`src/rtl/pipeline_step_ctrl_if.sv`:
```
// Command/status bundle between the debug unit and the run/step controller.
// The debug unit drives commands (master); the controller answers (slave).
interface pipeline_step_ctrl_if #(
    parameter int CNT_WIDTH  = 32,
    parameter int STEP_WIDTH = 8
);
    logic                  i_run_cmd;
    logic                  i_step_cmd;
    logic [STEP_WIDTH-1:0] i_step_n;
    logic                  i_stop_cmd;
    logic                  i_clear_cmd;
    logic                  i_halt_wb;
    logic                  o_enable;
    logic                  o_halted;
    logic                  o_step_done;
    logic [CNT_WIDTH-1:0]  o_cycle_count;
    logic [2:0]            o_state;

    modport master (
        output i_run_cmd, i_step_cmd, i_step_n, i_stop_cmd, i_clear_cmd, i_halt_wb,
        input  o_enable, o_halted, o_step_done, o_cycle_count, o_state
    );

    modport slave (
        input  i_run_cmd, i_step_cmd, i_step_n, i_stop_cmd, i_clear_cmd, i_halt_wb,
        output o_enable, o_halted, o_step_done, o_cycle_count, o_state
    );
endinterface

```
`src/rtl/pipeline_step_ctrl.sv`:
```
// Run/step controller: generates the global pipeline/PC enable, stops on a
// retired HALT, and counts enabled cycles for the debug unit.
//
// state  | meaning
// IDLE   | pipeline frozen, waiting for run/step; clear zeroes the counter
// RUN    | free-running until stop or HALT in WB
// STEP   | enabled for a fixed number of cycles held in rem_q
// HALTED | HALT retired; frozen until clear
module pipeline_step_ctrl #(
    parameter int CNT_WIDTH  = 32,
    parameter int STEP_WIDTH = 8
) (
    input logic                 i_clock,
    input logic                 i_reset,
    pipeline_step_ctrl_if.slave bus
);

    typedef enum logic [1:0] {
        IDLE   = 2'd0,
        RUN    = 2'd1,
        STEP   = 2'd2,
        HALTED = 2'd3
    } state_t;

    state_t                state_q, state_d;
    logic [STEP_WIDTH-1:0] rem_q, rem_d;
    logic [CNT_WIDTH-1:0]  cnt_q, cnt_d;
    logic                  done_q, done_d;
    logic                  clr_cnt;
    logic                  enable;

    // Enable is decoded from the state register only, so it never glitches
    // on command inputs.
    assign enable = (state_q == RUN) || (state_q == STEP);

    // State, remaining-step counter and done pulse registers.
    always_ff @(posedge i_clock or negedge i_reset) begin
        if (!i_reset) begin
            state_q <= IDLE;
            rem_q   <= '0;
            done_q  <= 1'b0;
        end else begin
            state_q <= state_d;
            rem_q   <= rem_d;
            done_q  <= done_d;
        end
    end

    // Next-state logic. HALT in WB is only trusted in enabled states because
    // a frozen WB stage holds stale data.
    always_comb begin
        state_d = state_q;
        rem_d   = rem_q;
        done_d  = 1'b0;
        clr_cnt = 1'b0;
        unique case (state_q)
            IDLE: begin
                if (bus.i_run_cmd) begin
                    state_d = RUN;
                end else if (bus.i_step_cmd) begin
                    state_d = STEP;
                    rem_d   = (bus.i_step_n == '0) ? STEP_WIDTH'(1) : bus.i_step_n;
                end
                if (bus.i_clear_cmd) begin
                    clr_cnt = 1'b1;
                end
            end
            RUN: begin
                if (bus.i_halt_wb) begin
                    state_d = HALTED;
                end else if (bus.i_stop_cmd) begin
                    state_d = IDLE;
                end
            end
            STEP: begin
                rem_d = rem_q - STEP_WIDTH'(1);
                if (bus.i_halt_wb) begin
                    state_d = HALTED;
                    rem_d   = '0;
                    done_d  = 1'b1;
                end else if (rem_q == STEP_WIDTH'(1)) begin
                    state_d = IDLE;
                    done_d  = 1'b1;
                end
            end
            HALTED: begin
                if (bus.i_clear_cmd) begin
                    state_d = IDLE;
                    clr_cnt = 1'b1;
                end
            end
            default: begin
                state_d = IDLE;
            end
        endcase
    end

    // Saturating enabled-cycle counter. Clear is only accepted while the
    // enable is low, so the two never collide.
    always_comb begin
        cnt_d = cnt_q;
        if (clr_cnt) begin
            cnt_d = '0;
        end else if (enable && !(&cnt_q)) begin
            cnt_d = cnt_q + CNT_WIDTH'(1);
        end
    end

    // Counter register.
    always_ff @(posedge i_clock or negedge i_reset) begin
        if (!i_reset) begin
            cnt_q <= '0;
        end else begin
            cnt_q <= cnt_d;
        end
    end

    assign bus.o_enable      = enable;
    assign bus.o_halted      = (state_q == HALTED);
    assign bus.o_step_done   = done_q;
    assign bus.o_cycle_count = cnt_q;
    assign bus.o_state       = {1'b0, state_q};

endmodule

```
`src/flat_wrapper.sv`:
```
// flat-port wrapper written by rule: the top's interface ports become plain ports
module pipeline_step_ctrl_flat 
#(
    parameter int CNT_WIDTH  = 32,
    parameter int STEP_WIDTH = 8
)
  (i_clock, i_reset, bus_i_run_cmd, bus_i_step_cmd, bus_i_step_n, bus_i_stop_cmd, bus_i_clear_cmd, bus_i_halt_wb, bus_o_enable, bus_o_halted, bus_o_step_done, bus_o_cycle_count, bus_o_state);
  pipeline_step_ctrl_if #(.CNT_WIDTH(CNT_WIDTH), .STEP_WIDTH(STEP_WIDTH)) bus_i ();
  input logic i_clock;
  input logic i_reset;
  input wire logic [$bits(bus_i.i_run_cmd)-1:0] bus_i_run_cmd;
  input wire logic [$bits(bus_i.i_step_cmd)-1:0] bus_i_step_cmd;
  input wire logic [$bits(bus_i.i_step_n)-1:0] bus_i_step_n;
  input wire logic [$bits(bus_i.i_stop_cmd)-1:0] bus_i_stop_cmd;
  input wire logic [$bits(bus_i.i_clear_cmd)-1:0] bus_i_clear_cmd;
  input wire logic [$bits(bus_i.i_halt_wb)-1:0] bus_i_halt_wb;
  output wire logic [$bits(bus_i.o_enable)-1:0] bus_o_enable;
  output wire logic [$bits(bus_i.o_halted)-1:0] bus_o_halted;
  output wire logic [$bits(bus_i.o_step_done)-1:0] bus_o_step_done;
  output wire logic [$bits(bus_i.o_cycle_count)-1:0] bus_o_cycle_count;
  output wire logic [$bits(bus_i.o_state)-1:0] bus_o_state;
  assign bus_i.i_run_cmd = bus_i_run_cmd;
  assign bus_i.i_step_cmd = bus_i_step_cmd;
  assign bus_i.i_step_n = bus_i_step_n;
  assign bus_i.i_stop_cmd = bus_i_stop_cmd;
  assign bus_i.i_clear_cmd = bus_i_clear_cmd;
  assign bus_i.i_halt_wb = bus_i_halt_wb;
  assign bus_o_enable = bus_i.o_enable;
  assign bus_o_halted = bus_i.o_halted;
  assign bus_o_step_done = bus_i.o_step_done;
  assign bus_o_cycle_count = bus_i.o_cycle_count;
  assign bus_o_state = bus_i.o_state;
  pipeline_step_ctrl #(.CNT_WIDTH(CNT_WIDTH), .STEP_WIDTH(STEP_WIDTH)) u_core (.i_clock(i_clock), .i_reset(i_reset), .bus(bus_i));
endmodule
```
`config.mk`:
```
export PLATFORM = sky130hd
export DESIGN_NAME = pipeline_step_ctrl_flat
export DESIGN_NICKNAME = d
export VERILOG_FILES = /design/src/rtl/pipeline_step_ctrl_if.sv /design/src/rtl/pipeline_step_ctrl.sv /design/src/flat_wrapper.sv
export SDC_FILE = /design/constraint.sdc
export NUM_CORES = 1
export LEC_CHECK = 0
export ABC_AREA = 0
export BUFFER_PORTS_ARGS = -buffer_cell sky130_fd_sc_hd__buf_2
export CORE_ASPECT_RATIO = 0.9
export CORE_MARGIN = 4
export CORE_UTILIZATION = 35
export DETAILED_ROUTE_END_ITERATION = 8
export SLEW_MARGIN = 20
export SYNTH_ARGS = -nofsm -noshare
export SYNTH_HDL_FRONTEND = slang
export SYNTH_SLANG_ARGS = --single-unit
```
`constraint.sdc`:
```
create_clock -name i_clock -period 2.3 [get_ports i_clock]
set_input_delay 0.575 -clock i_clock [delete_from_list [all_inputs] [get_ports i_clock]]
set_output_delay 0.575 -clock i_clock [all_outputs]
set_load 0.02 [all_outputs]
```
# After elaboration in Yosys (flattened, before gate mapping)
# Index checks and enable logic that the tools add are counted.
[totals] reg_bits=43 latch_bits=0 mem_bits_rw=0 rom_bits=0 elab_cells=47 memories=0
[op_classes] add_sub_neg=2 mul=0 n_div=0 order_cmp=0 eq_ne=10 shifts=0 n_mux=20 bitwise=0 n_reduce_logical=11
[ops] operator="$mux 32" n=2
[ops] operator="$add 32x1->32 const B" n=1
[ops] operator="$mux 8" n=4
[ops] operator="$reduce_and 32->1" n=1
[ops] operator="$pmux 8 s2" n=1
[ops] operator="$mux 2" n=7
[ops] operator="$ne 3x3->1 const B" n=3
[ops] operator="$eq 8x1->1 const B" n=1
[ops] operator="$logic_not 8->1" n=1
[ops] operator="$pmux 2 s4" n=1
[ops] operator="$sub 8x1->8 const B" n=1
[ops] operator="$ne 2x2->1 const B" n=3
[ops] operator="$mux 1" n=5
[ops] operator="$eq 2x2->1 const B" n=2
[ops] operator="$reduce_and 4->1" n=1
[ops] operator="$reduce_bool 2->1" n=2
[ops] operator="$reduce_and 3->1" n=1
[ops] operator="$eq 2x1->1 const B" n=1
[ops] operator="$logic_not 2->1" n=1
[ops] operator="$reduce_or 2->1" n=1
[ops] operator="$logic_and 1x1->1" n=1
[ops] operator="$logic_not 1->1" n=1
[ops] operator="$logic_or 1x1->1" n=1

# Logic depth before layout (Yosys ltp)
[logic_depth] ltp_word=5 ltp_mapped=9 ltp_nobuf=7

# Least setup slack after synthesis
# No wires, ideal clock.
[synth_timing] path_kind="register -> register" from="register u_core.state_q[0]" to="register u_core.cnt_q[20] (netlist: u_core.bus.o_cycle_count[20])" setup_time_ns=0.077 arrival_time_ns=2.415 slack_ns=-0.193 path_stages_with_launch=8 cell_sequence="dfrtp_1 > inv_1 > ha_1 > buf_6 > inv_1 > or4_4 > or4_1 > a21oi_1"
[synth_between] elab_chain_cells=4 elab_cells_between_ends=10 classes_between="eq/ne: 3; mux: 2; reduce/logical: 5"
[synth_rtl] element="from (decl)" line_no="pipeline_step_ctrl.sv:25" source="state_t state_q, state_d;"
[synth_rtl] element="from (signal assigned)" line_no="pipeline_step_ctrl.sv:43" source="state_q <= state_d;"
[synth_rtl] element="$eq 2x1->1 or $eq 2x2->1 (tied branches)" line_no="pipeline_step_ctrl.sv:34" source="assign enable = (state_q == RUN) || (state_q == STEP);"
[synth_rtl] element="$logic_or 1x1->1 *" line_no="pipeline_step_ctrl.sv:34"
[synth_rtl] element="named net bus_o_enable" line_no="flat_wrapper.sv:17" source="output wire logic [$bits(bus_i.o_enable)-1:0] bus_o_enable;"
[synth_rtl] element="$logic_and 1x1->1 *" line_no="pipeline_step_ctrl.sv:104" source="end else if (enable && !(&cnt_q)) begin"
[synth_rtl] element="$reduce_bool 2->1 (no line) *"
[synth_rtl] element="to (signal assigned)" line_no="pipeline_step_ctrl.sv:114" source="cnt_q <= cnt_d;"
[synth_rtl] element="to (decl)" line_no="pipeline_step_ctrl.sv:27" source="logic [CNT_WIDTH-1:0] cnt_q, cnt_d;"
# Mark *: on every way through the listed nets, which the timed path passes. The rest lies on a longest branch.
# A chain may end at the register's enable or synchronous reset.

# Worst setup path after layout
[layout_timing] from="register u_core.state_q[1]" to="register u_core.cnt_q[25] (netlist: u_core.bus.o_cycle_count[25])"
[layout_between] elab_chain_cells=4 elab_cells_between_ends=10 classes_between="eq/ne: 3; mux: 2; reduce/logical: 5"
[layout_rtl] element="$eq 2x2->1 (tied with other cells)" line_no="pipeline_step_ctrl.sv:56" source="unique case (state_q)"
[layout_rtl] element="$reduce_or 2->1 (no line) or $logic_or 1x1->1 (tied branches)"
[layout_rtl] element="$mux 1 or $logic_and 1x1->1 (tied branches)"
[layout_rtl] element="$mux 32 or $reduce_bool 2->1 (tied branches)"
# Parallel ways exist; a longest one is shown, timed or not.

==> impl_metrics.yaml <==
run_status:
  status: "finished clean"
grt:
  use_met3_pct: 2.86
  grt-busiest-layer: "met2"
  track_usage_pct: 15.1
  grt_pass1_vias: 2326
  grt_max_degree: 44
  antenna_found_initial: 0
  grt_use_met1_pct: 21.9
  grt_pass1_wl_mm: 11.2
  overflow: 0
  gr-usage-met2_pct: 22.8
power:
  p_sw_w: 0.00107
  power_w: 0.00255
  p_seq_share_pct: 38.7
  ir_worst_vdd_mv: 0.627
  p_leak_nw: 1.36
  p_comb_share_pct: 42.3
  pwr_density_cell_nw_per_um2: 823
  intPower_w: 0.00149
  switching_share_pct: 41.7
  pwr-share-clk_pct: 19.0
sta:
  worstMarginPinSlew_ns: 0.622
  setup_viol: 0
  fin_crit_sh_pct: 94.0
  slew_headroom_pct: 58.4
  rsz0062_at_grt: "yes"
  skew_ns: 0.00666
  period_minus_slack_ns: 2.16
  hold_ws_ns: 0.234
  fmax_mhz: 463
  setup-tns-final_ns: 0
  hold_viol_final: 0
  drv_slew: 0
route:
  initialDrtViolationCount: 77
  drt_pass1_iterations: 4
  via_per_inst: 5.65
  routed-via-count: 2487
  wire_per_inst_um: 15.1
  routed_wl_mm: 6.63
  drc: 0
  drtAntennaViolNets: 0
floorplanning:
  core-area_um2: 7150
  die-area_um2: 8880
  die_w_um: 98.9
  die_h_um: 89.8
  num_rows: 29
  ios: 53
  start_util_pct: 36.4
final_layout:
  utilization_pct: 43.4
  final_common_cell: "buf_2"
  drive_gt1_share_pct: 23.3
  final_cell_mix: "buf_2, dfrtp_1, a21oi_1, nor2_1, o21ai_0"
  nets: 369
  diodes: 0
  fillers: 723
  area_growth_pct: 19.3
job:
  cap_violations: 0
setup_path:
  cp-start-kind: "flop"
  arrival_ns: 2.38
  endpoint_kind: "flop"
  critical_path.max_fanout: 17
  cp.required_ns: 2.52
  criticalPathCategory: "reg2reg"
cts:
  clockRootBuffer: "clkbuf_8"
  clockBufferDepth: 2
  insertion_delay_ns: 0.30
  cts_buffers: 5
  cts_tree: "done"
  cts.sinks: 43
  htreeDepth: 2
  cts_setup_buffers: 0
  clk_pin_slew_ns: 0.09
placed_design:
  gp_congestion: 0.819
  portBuffers: 51
  hpwl_mm: 4.89
synth:
  synth_area_per_cell_um2: 9.04
  syn_nets: 311
  synthArstFlopShare_pct: 100
  synth_seq_cells: 43
  ys_warn_count: 0
  yosysSeqAreaShare_pct: 41.3
  synth-edff-count: 0
  ys.flop_type: "dfrtp_1"
  ys_types: 55
  synth_area_um2: 2600
  netlist_instances: 288
hold_path:
  hold_class: "in2async"
cell type report:
cell class | instances | area (um2) | area share, %
clock inverter | 1 | 5.00 | 0.161
sequential | 43 | 1080 | 34.7
inverter | 13 | 48.8 | 1.57
tap | 93 | 116 | 3.75
clock buffer | 7 | 76.3 | 2.46
timing repair buffer | 58 | 320 | 10.3
multi-input combinational | 225 | 1460 | 47.0
power by group through the flow:
stage | Combinational (W) | Sequential, W | Clock [W]
after CTS | 0.00108 | 0.000989 | 0.000503
final | 0.00108 | 0.000989 | 0.000486
after floorplan | 0.000737 | 0.00104 | 0
after detailed placement | 0.00108 | 0.00100 | 0
after global placement | 0.00107 | 0.000999 | 0
after global routing | 0.00122 | 0.00101 | 0.000537
stage by stage:
step                instance area (um2)  cells  worst slack, ns
floorplan                          2620    288          0.00570
global placement                   3010    432            0.130
detailed placement                 3010    432            0.123
CTS                                3090    440           0.0950
global route                       3100    440          -0.0104
finish                             3100    440            0.139
worst max-delay path, cell delays in order (launching register included):
cell and delay (ns):
dfrtp_2 0.40, inv_1 0.10, ha_4 0.32, and2_1 0.17, and4_4 0.27, o311ai_4 0.21
or4_1 0.45, a21oi_1 0.17
metal layers:
layer / vias up / part of all wire, %
li1: 1223 / -
met1: 1204 / 50
met2: 51 / 45
met3: 9 / 4.1
met4: 0 / 1.5
met5: - / 0
logic make-up (layout without fill, tap and decap cells):
family	after synthesis	after routing	synth area share, %
xor+xnor	5	5	1.68
fa+ha+maj	8	8	3.85
other cells	1	1	0.144
buf+inv	20	79	3.51
simple gates	114	114	24.9
flops	43	43	41.3
compound gates	94	94	23.4
mux	3	3	1.20
flip-flops by register name (all words and copies together) (netlist names):
signal and flops:
u_core.bus.o_cycle_count 32, u_core.rem_q 8, u_core.state_q 2, u_core.bus.o_step_done 1
cell usage after synthesis, types with 2 or more instances:
cell type	number	area share (%)
a211oi_1	2	0.58
a21oi_1	29	5.6
a22oi_1	3	0.87
a31o_2	2	0.67
a31oi_1	2	0.48
a32oi_1	3	1.0
and2_1	3	0.72
and3_1	6	1.4
and4_1	4	1.3
buf_4	2	0.58
clkbuf_1	3	0.43
dfrtp_1	43	41
ha_1	8	3.8
inv_1	12	1.7
mux2i_1	2	0.77
nand2_1	21	3.0
nand3_1	12	2.3
nand4_1	8	1.9
nand4_2	2	0.96
nor2_1	24	3.5
nor3_1	7	1.3
nor3b_1	2	0.58
nor4_1	2	0.48
o21ai_0	24	4.6
o22ai_1	4	0.96
o311ai_0	3	1.0
o31ai_1	8	2.3
o41ai_1	3	1.0
or3_1	9	2.2
or4_1	7	2.0
xnor2_1	4	1.3
what timing repair did:
item | in CTS | in global routing
endpoints found under the setup margin | 0 | 5
hold buffers | 0 | 0
resized for setup | 0 | 2
hold endpoints to repair | 0 | 0
path summary, 6_finish.rpt:
| path | from | cells after the start | slack (ns) | endpoint |
|---|---|---|---|---|
| min in group i_clock | bus_i_clear_cmd | 2 | 0.51 | u_core.bus.o_cycle_count[4] |
| hold / removal | i_reset | 2 | 0.23 | u_core.bus.o_cycle_count[18] |
| setup / recovery | u_core.state_q[1] | 7 | 0.14 | u_core.bus.o_cycle_count[25] |
| setup reg to reg | u_core.state_q[1] | 7 | 0.14 | u_core.bus.o_cycle_count[25] |
| max in group asynchronous | i_reset | 2 | 1.83 | u_core.state_q[1] |
| hold reg to reg | u_core.rem_q[4] | 2 | 0.54 | u_core.rem_q[4] |
No activity file was read; power rests on OpenSTA's default activity.
